## src/rtl/tdm_demux_pkg.sv

```systemverilog
// Shared definitions for the TDM demultiplexer: FSM state encoding and default geometry.
package tdm_demux_pkg;

    localparam int DEF_WIDTH = 8;
    localparam int DEF_SEL_W = 3;

    typedef enum logic {
        ST_IDLE = 1'b0,
        ST_RECV = 1'b1
    } state_t;

endpackage

```

## src/rtl/tdm_slot_counter.sv

```systemverilog
// Slot select counter: load-to-1 on frame start, increment per sample, clear on completion.
module tdm_slot_counter
    import tdm_demux_pkg::*;
#(
    parameter int WIDTH = DEF_WIDTH,
    parameter int SEL_W = DEF_SEL_W
) (
    input  logic             clock,
    input  logic             reset,
    input  logic             load1,
    input  logic             inc,
    input  logic             clear,
    output logic [SEL_W-1:0] count,
    output logic             terminal
);

    // load1 wins so a sync always restarts at slot 1, even over a completion.
    always_ff @(posedge clock or posedge reset) begin
        if (reset) begin
            count <= '0;
        end else if (load1) begin
            count <= SEL_W'(1);
        end else if (clear) begin
            count <= '0;
        end else if (inc) begin
            count <= count + SEL_W'(1);
        end
    end

    assign terminal = (count == SEL_W'(WIDTH - 1));

endmodule

```

## src/rtl/tdm_demux.sv

```systemverilog
// Time-division demultiplexer: routes qualified serial samples into frame slots and
// publishes each complete frame on a registered parallel output with a valid pulse.
module tdm_demux
    import tdm_demux_pkg::*;
#(
    parameter int WIDTH = DEF_WIDTH,
    parameter int SEL_W = DEF_SEL_W
) (
    input  logic             clock,
    input  logic             reset,
    input  logic             enable,
    input  logic             sync,
    input  logic             data_in,
    output logic [WIDTH-1:0] out,
    output logic             out_valid,
    output logic [SEL_W-1:0] slot,
    output logic             busy,
    output logic             frame_err
);

    state_t             state;
    state_t             state_next;
    logic [WIDTH-2:0]   shadow;
    logic [WIDTH-2:0]   shadow_we;
    logic [SEL_W-1:0]   wr_idx;
    logic               wr_en;
    logic               cnt_load1;
    logic               cnt_inc;
    logic               cnt_clear;
    logic               cnt_terminal;
    logic               deliver;
    logic               err;

    tdm_slot_counter #(
        .WIDTH (WIDTH),
        .SEL_W (SEL_W)
    ) u_slot_counter (
        .clock    (clock),
        .reset    (reset),
        .load1    (cnt_load1),
        .inc      (cnt_inc),
        .clear    (cnt_clear),
        .count    (slot),
        .terminal (cnt_terminal)
    );

    always_ff @(posedge clock or posedge reset) begin
        if (reset) begin
            state <= ST_IDLE;
        end else begin
            state <= state_next;
        end
    end

    // A sync in RECV (including on the last slot) abandons the frame and restarts it.
    always_comb begin
        state_next = state;
        cnt_load1  = 1'b0;
        cnt_inc    = 1'b0;
        cnt_clear  = 1'b0;
        wr_en      = 1'b0;
        wr_idx     = '0;
        deliver    = 1'b0;
        err        = 1'b0;
        if (enable) begin
            case (state)
                ST_IDLE: begin
                    if (sync) begin
                        wr_en      = 1'b1;
                        cnt_load1  = 1'b1;
                        state_next = ST_RECV;
                    end
                end
                ST_RECV: begin
                    if (sync) begin
                        err       = 1'b1;
                        wr_en     = 1'b1;
                        cnt_load1 = 1'b1;
                    end else if (cnt_terminal) begin
                        deliver    = 1'b1;
                        cnt_clear  = 1'b1;
                        state_next = ST_IDLE;
                    end else begin
                        wr_en   = 1'b1;
                        wr_idx  = slot;
                        cnt_inc = 1'b1;
                    end
                end
                default: state_next = ST_IDLE;
            endcase
        end
    end

    always_comb begin
        shadow_we = '0;
        for (int i = 0; i < WIDTH - 1; i++) begin
            shadow_we[i] = wr_en && (wr_idx == SEL_W'(i));
        end
    end

    // The final slot bypasses the shadow and lands directly in out.
    always_ff @(posedge clock or posedge reset) begin
        if (reset) begin
            shadow    <= '0;
            out       <= '0;
            out_valid <= 1'b0;
            frame_err <= 1'b0;
        end else begin
            for (int i = 0; i < WIDTH - 1; i++) begin
                if (shadow_we[i]) begin
                    shadow[i] <= data_in;
                end
            end
            if (deliver) begin
                out <= {data_in, shadow};
            end
            out_valid <= deliver;
            frame_err <= err;
        end
    end

    assign busy = (state == ST_RECV);

endmodule

```

## config.mk

```make
export PLATFORM = sky130hd
export DESIGN_NAME = tdm_demux
export DESIGN_NICKNAME = d
export VERILOG_FILES = /design/src/rtl/tdm_demux_pkg.sv /design/src/rtl/tdm_slot_counter.sv /design/src/rtl/tdm_demux.sv
export SDC_FILE = /design/constraint.sdc
export NUM_CORES = 1
export LEC_CHECK = 0
export CAP_MARGIN = 20
export CORE_MARGIN = 2
export CORE_UTILIZATION = 49
export DETAILED_ROUTE_END_ITERATION = 16
export PLACE_DENSITY_LB_ADDON = 0.1
export SLEW_MARGIN = 20
export SYNTH_ARGS = -nofsm -noshare
export SYNTH_HDL_FRONTEND = slang
export SYNTH_SLANG_ARGS = --single-unit
```

## constraint.sdc

```tcl
create_clock -name clock -period 2.3 [get_ports clock]
set_input_delay 0.575 -clock clock [delete_from_list [all_inputs] [get_ports clock]]
set_output_delay 0.575 -clock clock [all_outputs]
set_load 0.005 [all_outputs]
```

==> results.cfg <==
[status]
status = finished clean

[clocking]
clockRootBuffer = clkbuf_4
ctsHoldBuffers = 0
clock_latency_ns = 0.31
cts_tree = yes
ctsResizeCount = 0
postCtsSetupBuffers = 0
ctsLongestPathBuffers = 2
cts_max_level = 1
numCtsBuffers = 3
clock-sinks = 21
path_clk_slew_ns = 0.11

[drt]
drt_iter0_markers = 3
drt-vias-per-instance = 5.30
wl_um = 1690
routedWlPerCell_um = 13.2
dr.pass1.iters = 4
drc = 0
via_count = 679
detail-route-antenna-nets = 0

[timing]
fin_ws_ns = 0.343
finalSetupTns_ns = 0
skew_ns = 0.00117
finalSetupViolations = 0
final_hold_viol_count = 0
slew_viol_final = 0
fin_crit_ns = 1.96
max-slew-margin-rel_pct = 75.9
worstMarginPinSlew_ns = 0.362
fmax_mhz = 511
post-route-period-util_pct = 85.1
rsz0062_at_grt = false
hold_ws_ns = 0.501

[setup_path]
cp.arrival_ns = 2.16
cp-start-kind = flop
path_max_fanout = 8
cp-end-kind = flop
worst_ep_required_time_ns = 2.51
worstSetupPathType = reg -> reg
reg2regPathDepth = 5
crit_start = u_slot_counter.count[0]
r2r-start = u_slot_counter.count[0]

[finish]
areaGrowthSynthToFinish_pct = 24.5
n_fill_cell = 155
finalNetCount = 111
drive_above_1_share_pct = 18.8
fin_area_um2 = 1280
antenna_cells = 0

[place]
dp_slack_ns = 0.153
gp_congestion = 0.763
port_buffers = 18
dp_hpwl_um = 1280
place_area_um2 = 1250

[logic_synthesis]
synth_top_area_share_pct = 51.0
synth.net_count = 86
ys_ff_latch = 21
yosysSeqAreaShare_pct = 51.0
yosysUniqueCellTypes = 28
synthArstFlopShare_pct = 100
synth_area_leaders = dfrtp_1 51%, mux2_4 12%, mux2_1 6.6%, ha_1 4.9%, nand4_1 1.8%
syn_avg_cell_area_um2 = 13.4
synth_edf_count = 0
synthMostInstantiatedCell = dfrtp_1
synth_top_cells_by_count = 21 x dfrtp_1, 8 x mux2_4, 6 x mux2_1
ys.flop_type = dfrtp_1
synth_area_leader_cell = dfrtp_1
synthCells = 77
yosysWarnings = 0
syn_area_um2 = 1030

[floorplanning]
die_y_um = 49.8
core-area_um2 = 1980
die_w_um = 49.8
die-area_um2 = 2480
initial_core_util_pct = 52.0
num_io_pins = 19
rows = 16

[power_and_ir_drop]
sequentialPowerShare_pct = 52.7
cellPowerDensity_nw_per_um2 = 747
vdd_drop_max_v = 0.000532
pwr-share-clk_pct = 18.6
p_comb_share_pct = 28.7
power.internal_w = 0.000690
leakage_nw = 0.627
p_sw_w = 0.000269
sw_frac_of_total_pct = 28.0

[worst_hold_path]
hold_class = reg -> reg
hp-start = shadow[6]
hold_depth = 1

[global_routing]
grt_overflow_total = 0
grt_pass1_wl_um = 3080
antenna_found_initial = 0
grt_max_degree = 22
grt_pass1_vias = 676
track_usage_pct = 16.9

[job]
cap_violations = 0
[final timing paths]
path | end | slack [ns]
max in group asynchronous | u_slot_counter.count[0] | 1.51
max | shadow[2] | 0.34
min reg2reg | shadow[6] | 0.50
max reg2reg | shadow[2] | 0.34
min | shadow[6] | 0.50
min in group asynchronous | out_valid | 0.59
[worst max-delay path, cell delays in order (launching register included)]
cell      delay, ns
dfrtp_1        0.46
ha_1           0.26
ha_1           0.32
and4bb_1       0.37
nand4b_1       0.12
mux2_1         0.32
[area by class of cell]
class | instances | area [um^2] | share of cell area [%]
inverters | 3 | 11.3 | 0.878
multi-input cells | 51 | 474 | 37.0
repair buffers | 22 | 210 | 16.4
clock inverters | 1 | 5.00 | 0.390
clock buffers | 3 | 22.5 | 1.76
flip-flops and latches | 21 | 526 | 41.0
well taps | 27 | 33.8 | 2.63
[per-stage QoR]
step | utilization, % | power, W | instances
final | 64.7 | 0.000958 | 128
after global routing | 64.7 | 0.00103 | 128
after CTS | 64.7 | 0.000970 | 128
after detailed placement | 63.3 | 0.000791 | 124
after global placement | 63.3 | 0.000779 | 124
after floorplan | - | 0.000663 | 77
[placed cells by master (no fill, tap or decap)]
master and count:
nand4b_1 2, nor2_1 2, nor2b_1 2, clkinv_2 1, clkbuf_4 3, o21ai_0 2
nor4b_2 1, inv_1 3, mux2_1 6, buf_4 4, o221ai_1 1, a21boi_0 2
o211ai_1 2, clkdlybuf4s50_1 18, nor3b_1 1, a22o_1 1, mux2_4 8, nand2_1 4
and4bb_1 1, mux2_2 1, dfrtp_1 21, nand3b_1 1, and3_1 1, nand2_4 1
and3b_1 1, nand4_1 3, nand3_1 1, nand2b_1 2, mux2i_1 1, ha_1 4
[power by group through the flow]
stage | clock, W | sequential (W) | combinational (W)
finish | 0.000178 | 0.000505 | 0.000275
floorplan | 0 | 0.000508 | 0.000155
detailed placement | 0 | 0.000512 | 0.000279
CTS | 0.000185 | 0.000506 | 0.000280
global placement | 0 | 0.000509 | 0.000270
global route | 0.000202 | 0.000519 | 0.000305
[flip-flops by register name, summed over array words and instances, names as in the netlist]
signal	count
busy	1
frame_err	1
out	8
out_valid	1
shadow	7
u_slot_counter.count	3
[cells by family after synthesis]
| family | after synthesis | synth area share [%] |
|---|---|---|
| compound gates | 8 | 5.59 |
| fa+ha+maj | 4 | 4.86 |
| buf+inv | 5 | 2.92 |
| flops | 21 | 51.0 |
| mux | 16 | 20.3 |
| simple gates | 23 | 15.3 |
[metal layers]
layer / share of wire (%) / track usage [%] / routed length, um
met5: 0 / 0 / 0
met3: 5.0 / 6.36 / 84
met4: 1.1 / 4.17 / 19
met1: 45 / 20.0 / 753
met2: 49 / 28.9 / 833
(Power assumes the default switching activity.)
